==> config.mk <==
export PLATFORM = sky130hd
export DESIGN_NAME = lc3_br_ctrl
export DESIGN_NICKNAME = d
export VERILOG_FILES = /design/src/rtl/lc3_br_ctrl.sv
export SDC_FILE = /design/constraint.sdc
export NUM_CORES = 1
export LEC_CHECK = 0
export CAP_MARGIN = 40
export CORE_MARGIN = 5
export CORE_UTILIZATION = 40
export DETAILED_ROUTE_END_ITERATION = 16
export PLACE_DENSITY = 0.79
export SLEW_MARGIN = 20
export SYNTH_ARGS = -nofsm -noshare
export SYNTH_HDL_FRONTEND = slang
export SYNTH_SLANG_ARGS = --single-unit
==> constraint.sdc <==
create_clock -name clk -period 4.9 [get_ports clk]
set_input_delay 0.735 -clock clk [delete_from_list [all_inputs] [get_ports clk]]
set_output_delay 0.735 -clock clk [all_outputs]
set_load 0.05 [all_outputs]
==> src/rtl/lc3_br_ctrl.sv <==
// LC-3 BR sequencer: issues ld_ben, samples ben the following cycle, and on a taken
// branch loads PC with pc + SEXT(offset). Optional statistics counters behind LC3_BR_STATS_EN.
module lc3_br_ctrl #(
  parameter int DATA_W = 16,
  parameter int OFF_W  = 9,
  parameter int CNT_W  = 16
) (
  input  logic              clk,
  input  logic              rst,
  input  logic              start,
  input  logic [DATA_W-1:0] ir,
  input  logic [DATA_W-1:0] pc,
  input  logic              ben,
  output logic              ld_ben,
  output logic              ld_pc,
  output logic [DATA_W-1:0] pc_next,
  output logic              busy,
  output logic              done,
  output logic              taken,
  output logic              illegal
`ifdef LC3_BR_STATS_EN
  ,
  output logic [CNT_W-1:0]  taken_cnt,
  output logic [CNT_W-1:0]  ntkn_cnt
`endif
);

  typedef enum logic [1:0] {IDLE, S_BEN, S_EVAL} state_t;

  state_t            state, state_n;
  logic [OFF_W-1:0]  off_q;
  logic [DATA_W-1:0] pc_q;
  logic              ill_q;
  logic              is_br, accept, eval_ok;
  logic [DATA_W-1:0] off_ext;

  // Only the opcode and offset fields of ir matter here; CNT_W is only consumed by the stats build.
  logic unused_ok;
  assign unused_ok = &{1'b0, ir[DATA_W-5:OFF_W], CNT_W[0]};

  assign is_br  = (ir[DATA_W-1:DATA_W-4] == 4'b0000);
  assign accept = (state == IDLE) && start && is_br;

  always_ff @(posedge clk) begin
    if (rst) begin
      state <= IDLE;
      off_q <= '0;
      pc_q  <= '0;
      ill_q <= 1'b0;
    end else begin
      state <= state_n;
      ill_q <= (state == IDLE) && start && !is_br;
      if (accept) begin
        off_q <= ir[OFF_W-1:0];
        pc_q  <= pc;
      end
    end
  end

  always_comb begin
    state_n = state;
    busy    = 1'b0;
    ld_ben  = 1'b0;
    case (state)
      IDLE:    if (accept) state_n = S_BEN;
      S_BEN: begin
        busy    = 1'b1;
        ld_ben  = 1'b1;
        state_n = S_EVAL;
      end
      S_EVAL: begin
        busy    = 1'b1;
        state_n = IDLE;
      end
      default: state_n = IDLE;
    endcase
  end

  // ben is the NZP block's registered result, so completion is decided in the S_EVAL cycle itself.
  // A reset arriving in that cycle suppresses completion so the aborted request leaves no trace.
  assign eval_ok = (state == S_EVAL) && !rst;
  assign off_ext = {{(DATA_W-OFF_W){off_q[OFF_W-1]}}, off_q};
  assign ld_pc   = eval_ok && ben;
  assign taken   = ld_pc;
  assign illegal = ill_q && !rst;
  assign done    = eval_ok || illegal;
  assign pc_next = ld_pc ? (pc_q + off_ext) : '0;

`ifdef LC3_BR_STATS_EN
  always_ff @(posedge clk) begin
    if (rst) begin
      taken_cnt <= '0;
      ntkn_cnt  <= '0;
    end else begin
      if (done && taken && (taken_cnt != '1))
        taken_cnt <= taken_cnt + 1'b1;
      if (done && !taken && !illegal && (ntkn_cnt != '1))
        ntkn_cnt <= ntkn_cnt + 1'b1;
    end
  end
`endif

endmodule
Word level (Yosys, flattened, before mapping)
Cells that the tools add are included.

word-level totals
  output and inout port bits = 22
  bits in registers = 28

operators by class
  equality and inequality tests = 3
  add/sub/neg operators = 1
  reduce and logical (&&, ||, !) cells = 12
  mux-type cells = 5

operator list
  kind                                           count
  adder 16 bit                                   1
  2-to-1 mux 16 bit                              1
  logical AND 1 bit                              6
  zero test 4 bit                                1
  case mux 2 bit (2 select lines)                1
  == test 2 x 1 -> 1 bit, second input constant  1
  == test 2 bit, second input constant           1
  zero test 1 bit                                2
  zero test 2 bit                                1
  2-to-1 mux 1 bit                               2
  2-to-1 mux 2 bit                               1
  != test 2 bit, second input constant           1
  OR reduction 2 bit                             1
  logical OR 1 bit                               1

Longest topological paths before layout
  word-level depth = 5
  gate-level depth with buffers = 8
  depth with buffers taken out = 8

Worst setup path after synthesis
Ideal clock, no wire load.

  path type = flip-flop to output port
  start point = register off_q[0]
  end point = output pc_next[12]
  cell stages (with the launch flop) = 9
  arrival time = 2776 ps
  slack = 1389 ps
  cells stage by stage = dfxtp_1 > ha_1 > inv_1 > fa_1 > nor2b_1 > o2111ai_2 > a211oi_1 > nor3_1 > nor3b_1

between the ends
  cells in the longest elaborated chain, start to end = 2

RTL lines
  item                    line  text
  start, declared         31    logic [OFF_W-1:0] off_q;
  start signal, assigned  54    off_q <= ir[OFF_W-1:0];
  adder 16 bit            87    assign pc_next = ld_pc ? (pc_q + off_ext) : '0;
  2-to-1 mux 16 bit       87
  end, declared           16    output logic [DATA_W-1:0] pc_next,

Every way passes these cells.

Final worst setup path
  start point = register pc_q[0]
  end point = output pc_next[14]

between the ends
  cells in the longest elaborated chain, start to end = 2

RTL lines
  item                    line  text
  start, declared         32    logic [DATA_W-1:0] pc_q;
  start signal, assigned  55    pc_q <= pc;
  adder 16 bit            87
  2-to-1 mux 16 bit       87

Every way passes these cells.

==> impl_metrics.csv <==
group,metric,value,unit
synthesis,synth_cell_types,41,
clock_tree,path_clk_slew,0.09,ns
final_layout,fin_nets,357,
synthesis,synth_area_leaders,"dfxtp_1 29%, nand2_1 13%, ha_1 13%",
timing,rsz0062_at_grt,"false",
run,max_cap_violations,0,
die,dieArea,0.00623,mm²
placed_design,place_hpwl,3.51,mm
clock_tree,htree_levels,1,
critical_path,path_class,"reg -> out",
clock_tree,cts_buffers,3,
run_status,status,"finished, final reports clean",
die,start_util,0.408,
die,die_h,79.0,µm
detailed_routing,viasPerCell,5.08,
final_layout,n_fill_cell,437,
timing,fmax,0.255,GHz
timing,final.setup_skew,0.00704,ns
timing,finalCriticalPeriod,3.92,ns
grt,grt_usage,0.136,
detailed_routing,drc,0,
timing,setup_tns,0,ns
power_and_ir_drop,p_leak,0.000964,µW
critical_path,required,4.16,ns
synthesis,synth_sequential_area_ratio,0.295,
critical_path,cp_max_fo,5,
grt,grt_antenna_before_repair,0,
power_and_ir_drop,ir_drop,0.000234,V
die,rows,25,
placed_design,placedCellCount,349,
grt,first_global_vias,1690,
grt,overflow,0,
power_and_ir_drop,p_total,572,µW
detailed_routing,dr.first_iter.drc_count,74,
die,ios,58,
synthesis,yosys_warnings,0,
synthesis,synth-async-reset-ratio,0,
detailed_routing,drt-total-wl,4.43,mm
critical_path,critPathLaunchType,"flip-flop",
final_layout,drive_gt1_frac,0.0467,
grt,grt_pass1_wl,7.12,mm
final_layout,antenna_cells,0,
timing,timing.final.crit_share,0.800,
clock_tree,clockBufferDepth,2,
placed_design,port_buffers,54,
worst_hold_path,hold_class,"reg -> reg",
timing,maxSlewViolCount,0,
final_layout,area_growth,34.5,%
timing,slew_headroom,0.648,
detailed_routing,wire_per_inst,12.5,µm
synthesis,synth-edff-count,0,
synthesis,ys_seq_elements,28,
clock_tree,cts_root_buf,"clkbuf_8",
die,fp.dieW,79.0,µm
die,core-area,0.00466,mm²
clock_tree,cts_tree,"yes",
clock_tree,cts_setup_buffers,0,
power_and_ir_drop,p_per_area,224,mW/mm²
detailed_routing,vias,1800,
synthesis,avgSynthCellArea,7.58,µm²
clock_tree,postCtsHoldBufs,0,
placed_design,place.gp.congestion,0.782,
final_layout,fin_util,0.549,
grt,grt_start_max_net_pins,32,
timing,setup_viol_count_final,0,
synthesis,synth_cells,251,
clock_tree,cts_sinks,28,
clock_tree,clock_latency,0.27,ns
critical_path,crit_path_end_kind,"primary output",
synthesis,synth_top_area_cell,"dfxtp_1",
synthesis,syn_area,0.00190,mm²
clock_tree,postCtsResizedCells,0,
final_layout,final-instance-count-excl-fill,354,
synthesis,synth_nets,307,
detailed_routing,ant_nets,0,
timing,hold_viol,0,
detailed_routing,first_pass_iters,4,
timing,tightest_slew,0.515,ns
synthesis,synth_top_area_share,0.295,
synthesis,synthFlopType,"dfxtp_1",
timing,hold_slack,0.463,ns
critical_path,cp.arrival,3.19,ns
==> stage by stage <==
stage	cell area, µm²	setup slack (ns)
CTS	2550	0.954
global placement	2460	1.08
detailed placement	2470	1.07
global route	2560	0.760
finish	2560	0.979
floorplan	1900	1.39
==> worst max-delay path: stages, from the launching register on <==
cell	delay [ns]
dfxtp_1	0.36
ha_1	0.17
inv_1	0.06
fa_1	0.38
nor2b_1	0.24
o2111ai_2	0.25
a2111oi_4	0.39
nor4_1	0.10
nor3b_2	0.15
clkdlybuf4s50_1	0.82
==> cell type report <==
| cell class | count | area [µm²] | area share |
|---|---|---|---|
| Multi-Input combinational cell | 203 | 1260 | 0.492 |
| Timing Repair Buffer | 57 | 571 | 0.223 |
| Sequential cell | 28 | 561 | 0.219 |
| Tap cell | 54 | 67.6 | 0.0264 |
| Clock buffer | 3 | 41.3 | 0.0161 |
| Clock inverter | 1 | 30.0 | 0.0117 |
| Inverter | 8 | 30.0 | 0.0117 |
==> state kept, by name (all words and copies together), names as in the netlist <==
name and count:
ill_q 1, off_q 9, state 2, pc_q 16
==> cells in the final DEF, fill, tap and decap left out, types with 3 or more instances in the layout <==
master | Yosys | layout
o21ai_0 | 3 | 3
and2_1 | 3 | 3
nor2_1 | 12 | 12
ha_1 | 19 | 19
nor4_1 | 3 | 3
xnor2_1 | 4 | 4
nor2b_1 | 3 | 3
o21a_1 | 5 | 5
nand3_1 | 3 | 3
clkdlybuf4s50_1 | 0 | 54
a21o_1 | 7 | 7
clkbuf_8 | 0 | 3
a21oi_1 | 36 | 36
nor3b_1 | 4 | 4
dfxtp_1 | 28 | 28
inv_1 | 8 | 8
nand2_1 | 64 | 64
nor3_1 | 9 | 9
==> Yosys cell counts (2+ instances only) <==
cell type and instances:
nand2_1 64, a21oi_1 36, dfxtp_1 28, ha_1 19
nor2_1 12, nor3_1 9, inv_1 8, a21o_1 7
clkbuf_1 7, o21a_1 5, buf_2 4, nor3b_1 4
xnor2_1 4, and2_1 3, nand3_1 3, nor2b_1 3
nor4_1 3, o21ai_0 3, a211oi_1 2, and3_1 2
mux2i_1 2, nand4_1 2, o211ai_1 2, o31a_1 2
==> report_power, final <==
| group | internal, µW | switching, µW | total [µW] |
|---|---|---|---|
| logic | 65.2 | 84.6 | 150 |
| clock network | 109 | 68.9 | 178 |
| registers | 237 | 7.10 | 244 |
==> worst paths after layout <==
check | startpoint | endpoint | slack [ns] | depth (start not counted)
setup reg to reg | state[0]$_SDFFE_PP0P_ | state[1]$_SDFFE_PP0P_ | 3.08 | 7
setup / recovery | pc_q[0]$_SDFFE_PP0P_ | pc_next[14] | 0.98 | 9
hold reg to reg | off_q[7]$_SDFFE_PP0P_ | off_q[7]$_SDFFE_PP0P_ | 0.46 | 2
hold / removal | off_q[7]$_SDFFE_PP0P_ | off_q[7]$_SDFFE_PP0P_ | 0.46 | 2
==> layer usage <==
| layer | wire (µm) | track usage |
|---|---|---|
| met1 | 2080 | 0.174 |
| met3 | 178 | 0.0113 |
| met5 | 0 | 0 |
| met4 | 51 | 0.0361 |
| met2 | 2120 | 0.246 |
==> cells by family after synthesis <==
logic type                 share of synthesized area
DFF                                            0.295
AOI/OAI and AO/OA                              0.228
muxes                                         0.0105
and+or+nand+nor                                0.264
buffers and inverters                         0.0441
adders and majority gates                      0.136
xor gates and xnor gates                      0.0230
(Power assumes the default switching activity.)
